`src/rtl/spiflash_pkg.sv`:
```
// Shared types and constants for the SPI/QSPI flash responder.
// Quad read support is built only with SPIFLASH_RESP_QUAD_EN defined.
package spiflash_pkg;

  typedef enum logic [2:0] {
    IDLE,
    CMD,
    ADDR,
    MODE,
    DUMMY,
    DATA,
    IGNORE
  } state_t;

  localparam logic [7:0] CMD_READ  = 8'h03;
  localparam logic [7:0] CMD_QREAD = 8'hEB;
  localparam logic [7:0] CMD_WAKE  = 8'hAB;
  localparam logic [7:0] CMD_RESET = 8'hFF;

  localparam int ADDR_W = 24;

  localparam int         MODE_CONT_MSB = 5;
  localparam int         MODE_CONT_LSB = 4;
  localparam logic [1:0] MODE_CONT_VAL = 2'b10;

  // Mode byte pattern 10 in bits [5:4] keeps continuous read armed
  function automatic logic mode_arms_cont(
    input logic [7:0] m
  );
    return m[MODE_CONT_MSB:MODE_CONT_LSB]
      == MODE_CONT_VAL;
  endfunction

endpackage

```
`src/rtl/spiflash_resp_if.sv`:
```
// Flash pin and backing-memory read port bundle.
// master = flash controller + memory, slave = responder.
interface spiflash_resp_if #(
  parameter int MEM_ABITS = 24
);

  logic                 spi_csb;
  logic                 spi_clk;
  logic [3:0]           spi_io_di;
  logic [3:0]           spi_io_do;
  logic [3:0]           spi_io_oe;
  logic [MEM_ABITS-1:0] mem_addr;
  logic [7:0]           mem_rdata;

  modport master (
    output spi_csb,
    output spi_clk,
    output spi_io_di,
    output mem_rdata,
    input  spi_io_do,
    input  spi_io_oe,
    input  mem_addr
  );

  modport slave (
    input  spi_csb,
    input  spi_clk,
    input  spi_io_di,
    input  mem_rdata,
    output spi_io_do,
    output spi_io_oe,
    output mem_addr
  );

endinterface

```
`src/rtl/spiflash_resp_shift.sv`:
```
// SCK rise detector, 1/4-bit input and output shifters, rise counter.
// Works for both single and quad lane widths (i_quad).
module spiflash_resp_shift
  import spiflash_pkg::*;
#(
  parameter int CNT_W = 5
) (
  input  logic              clk,
  input  logic              resetn,
  input  logic              i_sck,
  input  logic              i_clr,
  input  logic              i_quad,
  input  logic              i_cnt_en,
  input  logic              i_out_en,
  input  logic              i_load,
  input  logic [7:0]        i_load_data,
  input  logic [3:0]        i_di,
  output logic              o_rise,
  output logic [ADDR_W-1:0] o_in_next,
  output logic [CNT_W-1:0]  o_cnt,
  output logic [3:0]        o_out_hi
);

  logic              r_sck_q;
  logic [ADDR_W-1:0] r_in_sr;
  logic [CNT_W-1:0]  r_cnt;
  logic [7:0]        r_out_sr;
  logic              w_step;

  assign o_rise = i_sck && !r_sck_q;
  assign w_step = o_rise && i_cnt_en;

  assign o_in_next = i_quad
    ? {r_in_sr[ADDR_W-5:0], i_di}
    : {r_in_sr[ADDR_W-2:0], i_di[0]};

  assign o_cnt    = r_cnt;
  assign o_out_hi = r_out_sr[7:4];

  always_ff @(posedge clk or negedge resetn) begin
    if (!resetn) begin
      r_sck_q <= 1'b0;
      r_in_sr <= '0;
      r_cnt   <= '0;
    end else begin
      r_sck_q <= i_sck;
      if (i_clr) begin
        r_in_sr <= '0;
        r_cnt   <= '0;
      end else if (w_step) begin
        r_in_sr <= o_in_next;
        r_cnt   <= r_cnt + 1'b1;
      end
    end
  end

  // Load wins over shift: it happens on the last rise of a byte
  always_ff @(posedge clk or negedge resetn) begin
    if (!resetn) begin
      r_out_sr <= '0;
    end else if (i_load) begin
      r_out_sr <= i_load_data;
    end else if (o_rise && i_out_en) begin
      r_out_sr <= i_quad
        ? {r_out_sr[3:0], 4'b0000}
        : {r_out_sr[6:0], 1'b0};
    end
  end

endmodule

```
`src/rtl/spiflash_resp.sv`:
```
// SPI/QSPI flash responder: command FSM and address pointer.
// Define SPIFLASH_RESP_QUAD_EN to build the 0xEB quad read path.
module spiflash_resp
  import spiflash_pkg::*;
#(
  parameter int MEM_ABITS  = 24,
  parameter int QUAD_DUMMY = 8
) (
  input  logic             clk,
  input  logic             resetn,
  spiflash_resp_if.slave   bus,
  output logic             stat_awake,
  output logic             stat_cont
);

  localparam int CNT_W =
    (QUAD_DUMMY > 24) ? $clog2(QUAD_DUMMY + 1) : 5;

  localparam logic [CNT_W-1:0] N_CMD   = CNT_W'(7);
  localparam logic [CNT_W-1:0] N_ADDR1 = CNT_W'(23);
  localparam logic [CNT_W-1:0] N_ADDR4 = CNT_W'(5);
  localparam logic [CNT_W-1:0] N_DAT1  = CNT_W'(7);
  localparam logic [CNT_W-1:0] N_DAT4  = CNT_W'(1);

  state_t               r_state;
  state_t               w_state_n;
  logic [MEM_ABITS-1:0] r_addr;
  logic [MEM_ABITS-1:0] w_mem_addr;
  logic                 w_addr_we;
  logic                 r_awake;
  logic                 w_awake_set;
  logic                 w_quad;
  logic                 w_cont;
  logic                 w_rise;
  logic                 w_clr;
  logic                 w_load;
  logic                 w_cnt_en;
  logic                 w_out_en;
  logic                 w_last;
  logic [ADDR_W-1:0]    w_in_next;
  logic [CNT_W-1:0]     w_cnt;
  logic [CNT_W-1:0]     w_cnt_end;
  logic [3:0]           w_out_hi;
  logic [7:0]           w_cmd;

`ifdef SPIFLASH_RESP_QUAD_EN
  localparam logic [CNT_W-1:0] N_MODE  = CNT_W'(1);
  localparam logic [CNT_W-1:0] N_DUMMY =
    CNT_W'(QUAD_DUMMY - 1);

  logic r_quad;
  logic w_quad_n;
  logic w_quad_we;
  logic r_cont;
  logic w_cont_set;
  logic w_cont_clr;

  assign w_quad = r_quad;
  assign w_cont = r_cont;
`else
  assign w_quad = 1'b0;
  assign w_cont = 1'b0;
`endif

  spiflash_resp_shift #(
    .CNT_W (CNT_W)
  ) u_shift (
    .clk         (clk),
    .resetn      (resetn),
    .i_sck       (bus.spi_clk),
    .i_clr       (w_clr),
    .i_quad      (w_quad),
    .i_cnt_en    (w_cnt_en),
    .i_out_en    (w_out_en),
    .i_load      (w_load),
    .i_load_data (bus.mem_rdata),
    .i_di        (bus.spi_io_di),
    .o_rise      (w_rise),
    .o_in_next   (w_in_next),
    .o_cnt       (w_cnt),
    .o_out_hi    (w_out_hi)
  );

  assign w_cmd  = w_in_next[7:0];
  assign w_last = w_rise && (w_cnt == w_cnt_end);

  always_comb begin
    w_cnt_end = N_CMD;
    case (r_state)
      ADDR:    w_cnt_end = w_quad ? N_ADDR4 : N_ADDR1;
`ifdef SPIFLASH_RESP_QUAD_EN
      MODE:    w_cnt_end = N_MODE;
      DUMMY:   w_cnt_end = N_DUMMY;
`endif
      DATA:    w_cnt_end = w_quad ? N_DAT4 : N_DAT1;
      default: w_cnt_end = N_CMD;
    endcase
  end

  always_comb begin
    w_state_n   = r_state;
    w_clr       = 1'b0;
    w_load      = 1'b0;
    w_addr_we   = 1'b0;
    w_mem_addr  = r_addr;
    w_awake_set = 1'b0;
    w_cnt_en    = 1'b0;
    w_out_en    = 1'b0;
`ifdef SPIFLASH_RESP_QUAD_EN
    w_quad_n    = r_quad;
    w_quad_we   = 1'b0;
    w_cont_set  = 1'b0;
    w_cont_clr  = 1'b0;
`endif
    if (bus.spi_csb) begin
      w_state_n = IDLE;
      w_clr     = 1'b1;
    end else begin
      unique case (r_state)
        IDLE: begin
          w_clr     = 1'b1;
          w_state_n = CMD;
`ifdef SPIFLASH_RESP_QUAD_EN
          w_quad_we = 1'b1;
          w_quad_n  = r_cont;
          if (r_cont) w_state_n = ADDR;
`endif
        end
        CMD: begin
          w_cnt_en = 1'b1;
          if (w_last) begin
            w_clr     = 1'b1;
            w_state_n = IGNORE;
            unique case (1'b1)
              (w_cmd == CMD_WAKE): w_awake_set = 1'b1;
              (w_cmd == CMD_RESET): begin
`ifdef SPIFLASH_RESP_QUAD_EN
                w_cont_clr = 1'b1;
`endif
              end
              (w_cmd == CMD_READ && r_awake):
                w_state_n = ADDR;
`ifdef SPIFLASH_RESP_QUAD_EN
              (w_cmd == CMD_QREAD && r_awake): begin
                w_state_n = ADDR;
                w_quad_we = 1'b1;
                w_quad_n  = 1'b1;
              end
`endif
              default: ;
            endcase
          end
        end
        ADDR: begin
          w_cnt_en = 1'b1;
          if (w_last) begin
            w_clr      = 1'b1;
            w_load     = 1'b1;
            w_addr_we  = 1'b1;
            w_mem_addr = w_in_next[MEM_ABITS-1:0];
            w_state_n  = DATA;
`ifdef SPIFLASH_RESP_QUAD_EN
            if (r_quad) w_state_n = MODE;
`endif
          end
        end
`ifdef SPIFLASH_RESP_QUAD_EN
        MODE: begin
          w_cnt_en = 1'b1;
          if (w_last) begin
            w_clr      = 1'b1;
            w_cont_set = mode_arms_cont(w_cmd);
            w_cont_clr = !mode_arms_cont(w_cmd);
            w_state_n  = DUMMY;
          end
        end
        DUMMY: begin
          w_cnt_en = 1'b1;
          if (w_last) begin
            w_clr     = 1'b1;
            w_state_n = DATA;
          end
        end
`endif
        DATA: begin
          w_cnt_en = 1'b1;
          w_out_en = 1'b1;
          if (w_last) begin
            w_clr      = 1'b1;
            w_load     = 1'b1;
            w_addr_we  = 1'b1;
            w_mem_addr = r_addr + MEM_ABITS'(1);
          end
        end
        IGNORE: ;
        default: w_state_n = IDLE;
      endcase
    end
  end

  always_ff @(posedge clk or negedge resetn) begin
    if (!resetn) begin
      r_state <= IDLE;
      r_addr  <= '0;
      r_awake <= 1'b0;
    end else begin
      r_state <= w_state_n;
      if (w_addr_we)   r_addr  <= w_mem_addr;
      if (w_awake_set) r_awake <= 1'b1;
    end
  end

`ifdef SPIFLASH_RESP_QUAD_EN
  always_ff @(posedge clk or negedge resetn) begin
    if (!resetn) begin
      r_quad <= 1'b0;
      r_cont <= 1'b0;
    end else begin
      if (w_quad_we) r_quad <= w_quad_n;
      if (w_cont_clr) r_cont <= 1'b0;
      else if (w_cont_set) r_cont <= 1'b1;
    end
  end
`endif

  // Drive only while streaming data; idle pins read as zero
  always_comb begin
    bus.spi_io_oe = 4'b0000;
    bus.spi_io_do = 4'b0000;
    if (r_state == DATA) begin
      if (w_quad) begin
        bus.spi_io_oe = 4'b1111;
        bus.spi_io_do = w_out_hi;
      end else begin
        bus.spi_io_oe = 4'b0010;
        bus.spi_io_do = {2'b00, w_out_hi[3], 1'b0};
      end
    end
  end

  assign bus.mem_addr = w_mem_addr;
  assign stat_awake   = r_awake;
  assign stat_cont    = w_cont;

endmodule
```
`src/flat_wrapper.sv`:
```
// flat-port wrapper written by rule: the top's interface ports become plain ports
module spiflash_resp_flat import spiflash_pkg::*;
#(
  parameter int MEM_ABITS  = 24,
  parameter int QUAD_DUMMY = 8
)
  (clk, resetn, stat_awake, stat_cont, bus_spi_csb, bus_spi_clk, bus_spi_io_di, bus_mem_rdata, bus_spi_io_do, bus_spi_io_oe, bus_mem_addr);
  spiflash_resp_if #(.MEM_ABITS(MEM_ABITS)) bus_i ();
  input  logic clk;
  input  logic resetn;
  output logic stat_awake;
  output logic stat_cont;
  input wire logic [$bits(bus_i.spi_csb)-1:0] bus_spi_csb;
  input wire logic [$bits(bus_i.spi_clk)-1:0] bus_spi_clk;
  input wire logic [$bits(bus_i.spi_io_di)-1:0] bus_spi_io_di;
  input wire logic [$bits(bus_i.mem_rdata)-1:0] bus_mem_rdata;
  output wire logic [$bits(bus_i.spi_io_do)-1:0] bus_spi_io_do;
  output wire logic [$bits(bus_i.spi_io_oe)-1:0] bus_spi_io_oe;
  output wire logic [$bits(bus_i.mem_addr)-1:0] bus_mem_addr;
  assign bus_i.spi_csb = bus_spi_csb;
  assign bus_i.spi_clk = bus_spi_clk;
  assign bus_i.spi_io_di = bus_spi_io_di;
  assign bus_i.mem_rdata = bus_mem_rdata;
  assign bus_spi_io_do = bus_i.spi_io_do;
  assign bus_spi_io_oe = bus_i.spi_io_oe;
  assign bus_mem_addr = bus_i.mem_addr;
  spiflash_resp #(.MEM_ABITS(MEM_ABITS), .QUAD_DUMMY(QUAD_DUMMY)) u_core (.clk(clk), .resetn(resetn), .bus(bus_i), .stat_awake(stat_awake), .stat_cont(stat_cont));
endmodule
```
`config.mk`:
```
export PLATFORM = sky130hd
export DESIGN_NAME = spiflash_resp_flat
export DESIGN_NICKNAME = d
export VERILOG_FILES = /design/src/rtl/spiflash_pkg.sv /design/src/rtl/spiflash_resp_if.sv /design/src/rtl/spiflash_resp_shift.sv /design/src/rtl/spiflash_resp.sv /design/src/flat_wrapper.sv
export SDC_FILE = /design/constraint.sdc
export NUM_CORES = 1
export LEC_CHECK = 0
export ABC_AREA = 0
export BUFFER_PORTS_ARGS = -buffer_cell sky130_fd_sc_hd__buf_2
export CORE_MARGIN = 2
export CORE_UTILIZATION = 59
export DETAILED_ROUTE_END_ITERATION = 6
export GPL_TIMING_DRIVEN = 0
export PLACE_DENSITY = 0.81
export SLEW_MARGIN = 15
export SYNTH_ARGS = -nofsm -noshare
export SYNTH_HDL_FRONTEND = slang
export SYNTH_HIERARCHICAL = 1
export SYNTH_SLANG_ARGS = --single-unit
```
`constraint.sdc`:
```
create_clock -name clk -period 2.9 [get_ports clk]
set_input_delay 0 -clock clk [delete_from_list [all_inputs] [get_ports clk]]
set_output_delay 0 -clock clk [all_outputs]
set_load 0.005 [all_outputs]
```
==> results of run 1 <==
==> metrics by stage <==
step                util [%]  instances  power, uW  cell area (um2)
finish                 71.69        599       1927             4897
global route           71.69        599       1986             4897
CTS                    71.69        599       1932             4897
detailed placement     66.74        572       1036             4559
global placement       66.41        571       1029             4537
floorplan                  -        433      989.9             4207
==> worst max-delay path, stage by stage, from the launching register on <==
cell and delay, ns:
dfrtp_1 0.36, buf_2 0.20, nor3b_4 0.43, o211a_4 0.25
buf_4 0.19, a21oi_1 0.08, o21ai_0 0.44, buf_16 0.19
a21oi_2 0.07, buf_6 0.18, a22o_1 0.23
==> layout make-up <==
class	count	area share [%]
sequential	65	33.21
timing repair buffer	54	7.001
inverter	10	0.7665
clock buffer	10	2.810
clock inverter	6	1.840
buffer	30	4.343
multi-input combinational	328	47.57
tap	96	2.453
==> cell usage in the layout (no fill, tap or decap), drive strengths merged, types with 5 or more instances in the layout <==
| cell type | count |
|---|---|
| a21oi | 12 |
| conb | 10 |
| a22o | 27 |
| dfrtp | 65 |
| mux2i | 15 |
| nand2 | 42 |
| mux2 | 28 |
| dlygate4sd3 | 11 |
| and2 | 6 |
| nand3b | 8 |
| inv | 11 |
| o311ai | 9 |
| clkbuf | 15 |
| nand3 | 30 |
| and3 | 9 |
| o21ai | 21 |
| nand4 | 9 |
| o211ai | 8 |
| a22oi | 8 |
| or3 | 8 |
| buf | 68 |
| nor4 | 5 |
| nor2 | 25 |
==> power by group through the flow <==
stage	combinational, uW	sequential, uW	clock, uW
global placement	101	929	0
detailed placement	107	929	0
finish	121	911	894
global route	133	911	941
CTS	118	911	903
floorplan	61.4	929	0
==> final timing paths <==
check,end,slack [ns],cells past startpoint
setup / recovery,u_core/u_shift/r_in_sr[13],0.14,10
hold reg to reg,u_core/stat_awake,0.50,1
min in group asynchronous,u_core/u_shift/r_out_sr[5],0.10,2
max in group asynchronous,u_core/r_addr[19],2.27,3
setup reg to reg,u_core/u_shift/r_in_sr[13],0.14,10
hold / removal,u_core/r_addr[12],0.04,3
==> state kept, by name, summed over array words and instances (netlist names) <==
signal                   flops
u_core/u_shift/o_cnt         5
u_core/u_shift/r_in_sr      23
u_core/u_shift/r_sck_q       1
u_core/u_shift/r_out_sr      8
u_core/r_addr               24
u_core/stat_awake            1
u_core/r_state               3
==> layer usage <==
layer | GRT usage (%) | up-vias
li1 | - | 1740
met3 | 5.278 | 26
met1 | 40.60 | 1856
met4 | 11.85 | 0
met5 | 0 | -
met2 | 50.00 | 177
==> results.txt, run 1 <==
----------------------------------------------------
[Critical path]
  Path type of the worst setup path ... flop to flop
  Required @ worst endpoint ... approximately 3.1 ns
  Critical path arrival ... roughly 3 ns
  Launching element of the worst setup path ... u_core/r_state[1]
  Endpoint type of the worst setup path ... flop
  Maximum net fanout on the critical path ... 10
  Worst R2R Start ... u_core/r_state[1]
  Kind of start point of the critical path ... flop

[Detailed routing]
  Detailed-routing wirelength on met1 ... 4.789 mm
  Detailed Route Iter0 Violations ... around 330
  Remaining DRCs ... 0
  Routed vias/inst ... approximately 6.3
  Met2 wirelength from detailed routing ... roughly 5.4 mm
  Routed length per instance ... about 19 um
  Vias after detailed routing ... roughly 3800
  Total wirelength of the detailed-routed design ... 11.14 mm
  Routed length on met3 ... between 700 and 800 um
  DR pass1 iterations ... 5
  Highest Signal Layer ... met4
  Antenna viol nets, final ... 0

[Clock tree]
  Hold_buf cts ... 11
  Clock slew at reported path FFs ... about 0.08 ns
  TritonCTS clock tree ... built
  Number of sinks driven by the clock tree ... 65
  Clock tree root driver cell ... clkbuf_8
  TritonCTS buffer count ... 9
  # resized after CTS ... 0
  Clock latency on the worst-skew pair ... around 0.35 ns
  Deepest clock path buffer count ... 2
  Post-CTS Setup Bufs ... 0
  Level count of the clock H-tree ... 3

[Global routing]
  Number of global-route vias before repair ... around 3600
  Grt total ovfl ... 0
  Wire length of the first global-routing pass ... about 18 mm
  Initial antenna violation count ... 0
  Largest net degree at the start of global routing ... 42
  All-layer global routing usage ... between 30 and 40%

[Yosys]
  Gate count after technology mapping ... about 420
  Post-synthesis cell area ... 0.004173 mm2
  Warnings from Yosys ... 6
  Post-synthesis average cell area ... 9.841 um2

[Pwr]
  Highest ir drop seen on vdd ... approximately 0.33 mV
  Switching fraction of total power ... around a quarter
  Net Sw Power ... 454.5 uW
  Register share of total power ... 47.3%
  Relative contribution of combinational cells to total power ... approximately 6.3%
  Proportion of power drawn by the clock network ... a little under half
  Leakage ... between 0.002 and 0.0025 uW
  Int Power ... approximately 1500 uW
  Pwr Density ... between 300 and 400 mW/mm2

[Floorplanning]
  Top-level port count ... 50
  Row cnt ... 30
  Initial Util ... about three fifths
  Core area ... a little under 0.007 mm2
  Die Span Y ... 88.10 um
  Area of the die ... around 0.0078 mm2
  Die width ... around 88 um

[STA]
  Post-route clock period utilization ... a little over nine tenths
  Min Hold Slack ... approximately 0.044 ns
  Setup repair after global routing missed its margin ... no
  Least-Margin Pin Slew ... ~0.73 ns
  Final max-slew violation count ... 0
  Time the final worst path needs with I/O delays and setup ... about 2.8 ns
  Final-report setup violation count ... 0
  Total negative slack for setup checks ... 0 ns
  Number of endpoints with negative hold slack in the final report ... 0
  Worst Skew ... about 0.007 ns
  Max Freq ... 362.7 MHz
  Normalized max-slew margin ... between 50% and 60%
  Final setup slack of the worst path ... between 0.1 and 0.15 ns

[Status]
  Outcome ... completed

[Worst hold path]
  Worst min-delay path startpoint ... bus_spi_csb
  Class of the tightest hold or removal check ... input port to flop

[Final layout]
  Final layout net count ... just over 500
  Total area of multi-input combinational cells ... ~0.0023 mm2
  Sequential standard cell area ... roughly 0.0016 mm2
  Antenna diode count ... 0
  Filler cell count in the final layout ... between 500 and 600
  Fraction of layout cells with a size suffix above 1 ... 26.44%
  Layout overhead on the synthesized area ... 17.36%

[Place]
  Minimum setup slack after placement ... 0.1762 ns
  Total half-perimeter wirelength after legalization and detailed placement ... between 7 and 8 mm
  Number of I/O port buffers ... 42
  Final weighted congestion in routability-driven placement ... roughly 0.9

[Flow run]
  Number of violations of the max-capacitance limit ... 0

----------------------------------------------------
Power figures use the tool's default switching activity.
==> run 2, diff against run 1 <==
Settings changed: CAP_MARGIN from default to 20, CORE_UTILIZATION 59 to 53, PLACE_DENSITY 0.81 to 0.74.
Clock period 2.9 ns to 2.4 ns, I/O delays scaled along.
==> run 2 against run 1 <==
  * Utilization is 3.0 points lower
  * Clock skew up 0.0037 ns
  * Clock power increased by 19%
  * Register-to-register slack better by 0.04 ns
  * Cell area increased by 7.9%
  * Die area rose by 11%
  * Sequential power grew 21%
  * Power increased by 20%
  * Critical path type is now flop to primary output
  * Largest cell class unchanged
  * Largest power group unchanged
==> results.txt, run 2 (synthesis gave the netlist of run 1 again) <==
----------------------------------------------------
[Critical path]
  Path type of the worst setup path ... flop to primary output
  Largest delay contributor family on the critical path ... compound AO/OA/AOI/OAI gates
  Maximum net fanout on the critical path ... 10
  Max stage delay on crit path ... roughly 0.44 ns
  Crit path top cell by count ... buf_6
  Endpoint type of the worst setup path ... primary output
  Cell with the largest stage delay on the worst path ... o41a_1
  Cell-by-cell listing of the critical path ... buf_6 > nor3b_4 > buf_6 > o211ai_4 > o41a_1 > o21ai_2 > o311ai_4 > buf_2
  Number of buffers and inverters on the critical path ... 3
  Kind of start point of the critical path ... flop
  Critical path arrival ... between 2 and 2.5 ns
  Required @ worst endpoint ... around 2.4 ns

[STA]
  Max Freq ... 423.8 MHz
  Number of endpoints with negative hold slack in the final report ... 0
  Post-route clock period utilization ... 98.31%
  Time the final worst path needs with I/O delays and setup ... 2.359 ns
  Final max-slew violation count ... 0
  Setup repair after global routing missed its margin ... yes
  Final-report setup violation count ... 0
  Min Hold Slack ... ~0.086 ns
  Worst Skew ... around 0.011 ns

[Final layout]
  Final layout net count ... 542
  Most used cells in the layout excluding fill and tap cells ... 58 x dfrtp_1, 45 x buf_2, 40 x nand2_1
  Number of non-filler instances in the completed layout ... between 600 and 700
  Layout overhead on the synthesized area ... 26.63%
  Antenna diode count ... 0
  Fraction of layout cells with a size suffix above 1 ... between 30% and 40%
  Reg with most FFs ... u_core/r_addr
  Most common library cell in the layout ignoring fill and taps ... dfrtp_1
  Number of flip-flops in the largest register ... 24
  Biggest regs ... u_core/r_addr: 24 flops, u_core/u_shift/r_in_sr: 23 flops, u_core/u_shift/r_out_sr: 8 flops
  Filler cell count in the final layout ... ~610
  Area of all placed cells without fillers ... approximately 0.0053 mm2

[Pwr]
  Leakage ... 0.002502 uW
  Pwr Density ... roughly 440 mW/mm2
  Highest ir drop seen on vdd ... ~0.23 mV

[Clock tree]
  Clock slew at reported path FFs ... ~0.080 ns
  Deepest clock path buffer count ... 2
  Clock tree root driver cell ... clkbuf_8
  Level count of the clock H-tree ... 3
  Clock latency on the worst-skew pair ... approximately 0.36 ns
  Number of sinks driven by the clock tree ... 65
  TritonCTS clock tree ... built
  TritonCTS buffer count ... 9

[Place]
  Final weighted congestion in routability-driven placement ... just under 0.9
  Placed instance count ... ~580
  Number of I/O port buffers ... 42
  Total half-perimeter wirelength after legalization and detailed placement ... roughly 7.8 mm
  Cell area after placement ... between 0.004 and 0.005 mm2

[Detailed routing]
  DR pass1 iterations ... 5
  Antenna viol nets, final ... 0
  Total wirelength of the detailed-routed design ... 11.35 mm
  Routed vias/inst ... roughly 6.1
  Routed length per instance ... ~18 um
  Detailed Route Iter0 Violations ... 331
  Vias after detailed routing ... about 3800
  Remaining DRCs ... 0

[Global routing]
  Wire length of the first global-routing pass ... around 18 mm
  All-layer global routing usage ... 26.83%
  Grt total ovfl ... 0
  Number of global-route vias before repair ... around 3500
  Initial antenna violation count ... 0
  Largest net degree at the start of global routing ... 42

[Floorplanning]
  Top-level port count ... 50
  Die Span Y ... slightly above 90 um
  Die width ... about 90 um
  Area of the die ... 0.008599 mm2
  Core area ... a little under 0.008 mm2
  Initial Util ... about 54%
  Row cnt ... 32

[Worst hold path]
  Class of the tightest hold or removal check ... input port to async pin

[Flow run]
  Number of violations of the max-capacitance limit ... 0

[Status]
  Outcome ... completed

----------------------------------------------------
## run 2: cell count changes in the layout (fill, tap and decap cells not counted), moves of 6 or more
cell	change
buf_6	+6
dfrtp_1	-7
buf_2	-6
dfrtp_2	+7
buf_4	+27
## run 2: layout make-up
| cell class | count | area (um2) | area share [%] |
|---|---|---|---|
| buffer | 30 | 256.5 | 4.854 |
| clock inverter | 6 | 92.59 | 1.752 |
| multi-input combinational | 328 | 2465 | 46.65 |
| timing repair buffer | 80 | 541.8 | 10.25 |
| clock buffer | 10 | 127.6 | 2.415 |
| sequential | 65 | 1635 | 30.95 |
| inverter | 10 | 37.54 | 0.7104 |
| tap | 102 | 127.6 | 2.415 |
## run 2: metrics by stage
stage	setup TNS (ns)	utilization (%)	setup slack, ns	power (uW)
5_1_grt	-0.1416	68.73	-0.05787	2392
4_1_cts	-0.02844	65.06	-0.02844	2318
2_1_floorplan	0	-	0.02741	1196
6_report	0	68.73	0.04062	2308
3_3_place_gp	-5.412	59.11	-0.2500	1245
3_5_place_dp	-6.865	59.41	-0.2978	1251
## run 2: power by group
| part | switching [uW] | internal (uW) | total, uW |
|---|---|---|---|
| combinational | 83.0 | 66.3 | 149 |
| sequential | 3.83 | 1100 | 1100 |
| clock | 469 | 589 | 1060 |
| total | 555 | 1750 | 2310 |
## run 2: worst register-to-register path, cell delays in order (launching register included)
cell and delay, ns:
dfrtp_1 0.37, buf_6 0.15, nor3b_4 0.25, o211a_4 0.24, nand2_2 0.11, o31a_1 0.27
o21ai_2 0.11, buf_16 0.16, a21oi_4 0.05, buf_6 0.17, a22o_1 0.23
## run 2: worst paths after layout
kind	start	to	slack, ns	cells past startpoint
max	u_core/r_state[0]	bus_mem_addr[3]	0.04	8
min	resetn	u_core/u_shift/r_out_sr[5]	0.09	2
max reg2reg	u_core/r_state[0]	u_core/u_shift/r_in_sr[14]	0.18	10
min reg2reg	u_core/stat_awake	u_core/stat_awake	0.50	1
max in group asynchronous	resetn	u_core/r_addr[5]	1.76	3
min in group clk	bus_spi_csb	u_core/r_addr[12]	0.09	3
## run 2: repair_timing
| item | CTS | global route |
|---|---|---|
| pin swaps | 2 | 11 |
| setup endpoints to repair | 52 | 48 |
| setup buffers | 5 | 21 |
| gates resized for setup | 22 | 36 |
| hold endpoints to repair | 75 | 0 |
| hold buffers | 11 | 0 |
## run 2: metal layers
layer	vias to the layer above	GRT usage [%]	part of all wire [%]
li1	1800	-	-
met1	1883	39.32	46
met5	-	0	0
met3	20	3.255	6.0
met4	0	9.559	1.6
met2	142	41.12	47
==> run 3, diff against run 2 <==
Settings changed: SETUP_SLACK_MARGIN from default to 0.1.
==> run 3 against run 2 <==
  * Clock skew fell by 0.0023 ns
  * Global-route usage rose by 1.4 points
  * Combinational power rose by 11%
  * Sequential cell count did not move
  * Power fell by 2.7%
  * Cell count rose by 2.5%
  * Sequential share of layout area fell by 1.2 points
  * Setup slack got worse by 0.036 ns
  * Clock-buffer cell count rose by 2
  * Cell area rose by 4.0%
  * Clock power fell by 8%
  * Routed wire length rose by 11%
  * Critical path type unchanged
  * Largest cell class unchanged
==> results.txt, run 3 (synthesis gave the netlist of run 1 again) <==
----------------------------------------------------
[Status]
  Outcome ... completed

[Global routing]
  Initial antenna violation count ... 0
  Grt total ovfl ... 0
  Largest net degree at the start of global routing ... 39
  Number of global-route vias before repair ... between 3000 and 4000
  All-layer global routing usage ... roughly 28%
  Wire length of the first global-routing pass ... 18.66 mm

[Pwr]
  Int Power ... approximately 1700 uW
  Pwr Density ... just over 400 mW/mm2
  Leakage ... between 0.002 and 0.003 uW
  Relative contribution of combinational cells to total power ... under 10%
  Register share of total power ... 49.1%
  Proportion of power drawn by the clock network ... a little over two fifths
  Net Sw Power ... between 500 and 600 uW
  Highest ir drop seen on vdd ... 0.3403 mV
  Switching fraction of total power ... between 20% and 30%

[Floorplanning]
  Die width ... a little over 90 um
  Core area ... 0.007687 mm2
  Die Span Y ... about 90 um
  Area of the die ... 0.008599 mm2
  Initial Util ... 54.28%
  Top-level port count ... 50
  Row cnt ... 32

[Final layout]
  Number of non-filler instances in the completed layout ... roughly 650
  Fraction of layout cells with a size suffix above 1 ... about two fifths
  Most common library cell in the layout ignoring fill and taps ... dfrtp_1
  Layout overhead on the synthesized area ... 31.63%
  Number of flip-flops in the largest register ... 24
  Filler cell count in the final layout ... about 590
  Biggest regs ... u_core/r_addr: 24 flops, u_core/u_shift/r_in_sr: 23 flops, u_core/u_shift/r_out_sr: 8 flops
  Antenna diode count ... 0
  Area of all placed cells without fillers ... between 0.005 and 0.006 mm2
  Final layout net count ... roughly 560
  Reg with most FFs ... u_core/r_addr
  Most used cells in the layout excluding fill and tap cells ... 58 x dfrtp_1, 51 x buf_4, 46 x buf_2

[Clock tree]
  Deepest clock path buffer count ... 2
  TritonCTS clock tree ... built
  Clock tree root driver cell ... clkbuf_8
  Number of sinks driven by the clock tree ... 65
  TritonCTS buffer count ... 9
  Clock slew at reported path FFs ... ~0.070 ns
  Level count of the clock H-tree ... 3
  Clock latency on the worst-skew pair ... 0.35 ns

[Detailed routing]
  Total wirelength of the detailed-routed design ... ~13 mm
  Remaining DRCs ... 0
  DR pass1 iterations ... 5
  Vias after detailed routing ... about 4000
  Antenna viol nets, final ... 0
  Routed length per instance ... roughly 19 um
  Routed vias/inst ... between 6 and 7
  Detailed Route Iter0 Violations ... ~420

[STA]
  Total negative slack for setup checks ... 0 ns
  Worst Skew ... between 0.008 and 0.009 ns
  Max Freq ... ~420 MHz
  Setup repair after global routing missed its margin ... yes
  Final max-slew violation count ... 0
  Number of endpoints with negative hold slack in the final report ... 0
  Normalized max-slew margin ... a little over three fifths
  Final-report setup violation count ... 0
  Least-Margin Pin Slew ... ~0.55 ns
  Post-route clock period utilization ... 99.79%
  Time the final worst path needs with I/O delays and setup ... 2.395 ns

[Place]
  Cell area after placement ... between 0.004 and 0.005 mm2
  Final weighted congestion in routability-driven placement ... 0.8639
  Total half-perimeter wirelength after legalization and detailed placement ... 7.972 mm
  Number of I/O port buffers ... 42
  Placed instance count ... 578

[Critical path]
  Critical path arrival ... ~2.4 ns
  Path type of the worst setup path ... flop to primary output
  Cell-by-cell listing of the critical path ... buf_6 > nor3b_4 > buf_6 > o211ai_4 > o41a_1 > o21ai_2 > o311ai_4 > buf_2
  Maximum net fanout on the critical path ... 5
  Crit path top cell by count ... buf_6
  Endpoint type of the worst setup path ... primary output
  Kind of start point of the critical path ... flop
  Required @ worst endpoint ... around 2.4 ns
  Max stage delay on crit path ... 0.42 ns
  Cell with the largest stage delay on the worst path ... o41a_1

[Worst hold path]
  Class of the tightest hold or removal check ... input port to flop

[Flow run]
  Number of violations of the max-capacitance limit ... 0

----------------------------------------------------
## run 3: cell count changes in the layout (fill, tap and decap cells not counted), sizes merged
cell / delta
buf: +17
bufinv: -1
clkbuf: +1
clkinvlp: -1
## run 3: repair_timing
action	CTS	global route
resized for setup	33	51
setup endpoints to repair	53	52
cloned	0	1
setup buffers	14	28
hold buffers	11	0
endpoints found under the hold margin	75	0
pin swaps	8	20
## run 3: worst max-delay path, delay by kind of cell, from the launching register on
family                 cells  cell delay (ns)
flip-flops                 1             0.39
AO/OA/AOI/OAI              4             0.92
buffers and inverters      3             0.46
AND/OR/NAND/NOR            1             0.27
## run 3: stage by stage
step	hold slack, ns	power (uW)	setup slack [ns]	utilization, %
3_5_place_dp	-0.03894	1252	-0.1756	59.41
6_report	0.06323	2245	0.005026	71.45
5_1_grt	0.1065	2325	-0.08125	71.45
4_1_cts	0.05329	2237	0.002467	66.55
2_1_floorplan	-0.2956	1196	0.1443	-
3_3_place_gp	0.1897	1245	-0.1311	59.11
## run 3: path summary, 6_finish.rpt
check                             startpoint                          to  slack [ns]  depth (start not counted)
max                        u_core/r_state[0]             bus_mem_addr[3]       0.005                          8
max in group asynchronous             resetn            u_core/r_addr[3]        1.74                          3
min                              bus_spi_csb           u_core/r_addr[12]        0.06                          3
min reg2reg                u_core/stat_awake           u_core/stat_awake        0.51                          1
max reg2reg                u_core/r_state[0]  u_core/u_shift/r_in_sr[13]        0.11                         10
min in group asynchronous             resetn  u_core/u_shift/r_out_sr[5]        0.11                          2
## run 3: area by class of cell
type | count | area, um2 | share of cell area [%]
inverter | 10 | 37.54 | 0.6834
clock inverter | 4 | 51.30 | 0.9339
multi-input combinational | 328 | 2555 | 46.51
sequential | 65 | 1635 | 29.77
buffer | 30 | 260.3 | 4.738
timing repair buffer | 96 | 670.6 | 12.21
tap | 102 | 127.6 | 2.323
clock buffer | 12 | 155.1 | 2.825
## run 3: per-layer routing
layer  GRT usage [%]  up-vias  part of all wire, %
met5               0        -                    0
met4           11.64        0                  3.7
met2           44.71      192                   47
li1                -     1824                    -
met3           6.998       48                  7.3
met1           37.01     1965                   42
## run 3: power groups by stage
stage | registers, uW | clock network [uW] | logic, uW
floorplan | 1120 | 0 | 74.3
global placement | 1120 | 0 | 122
finish | 1100 | 978 | 165
global route | 1100 | 1040 | 179
CTS | 1100 | 991 | 145
detailed placement | 1120 | 0 | 130
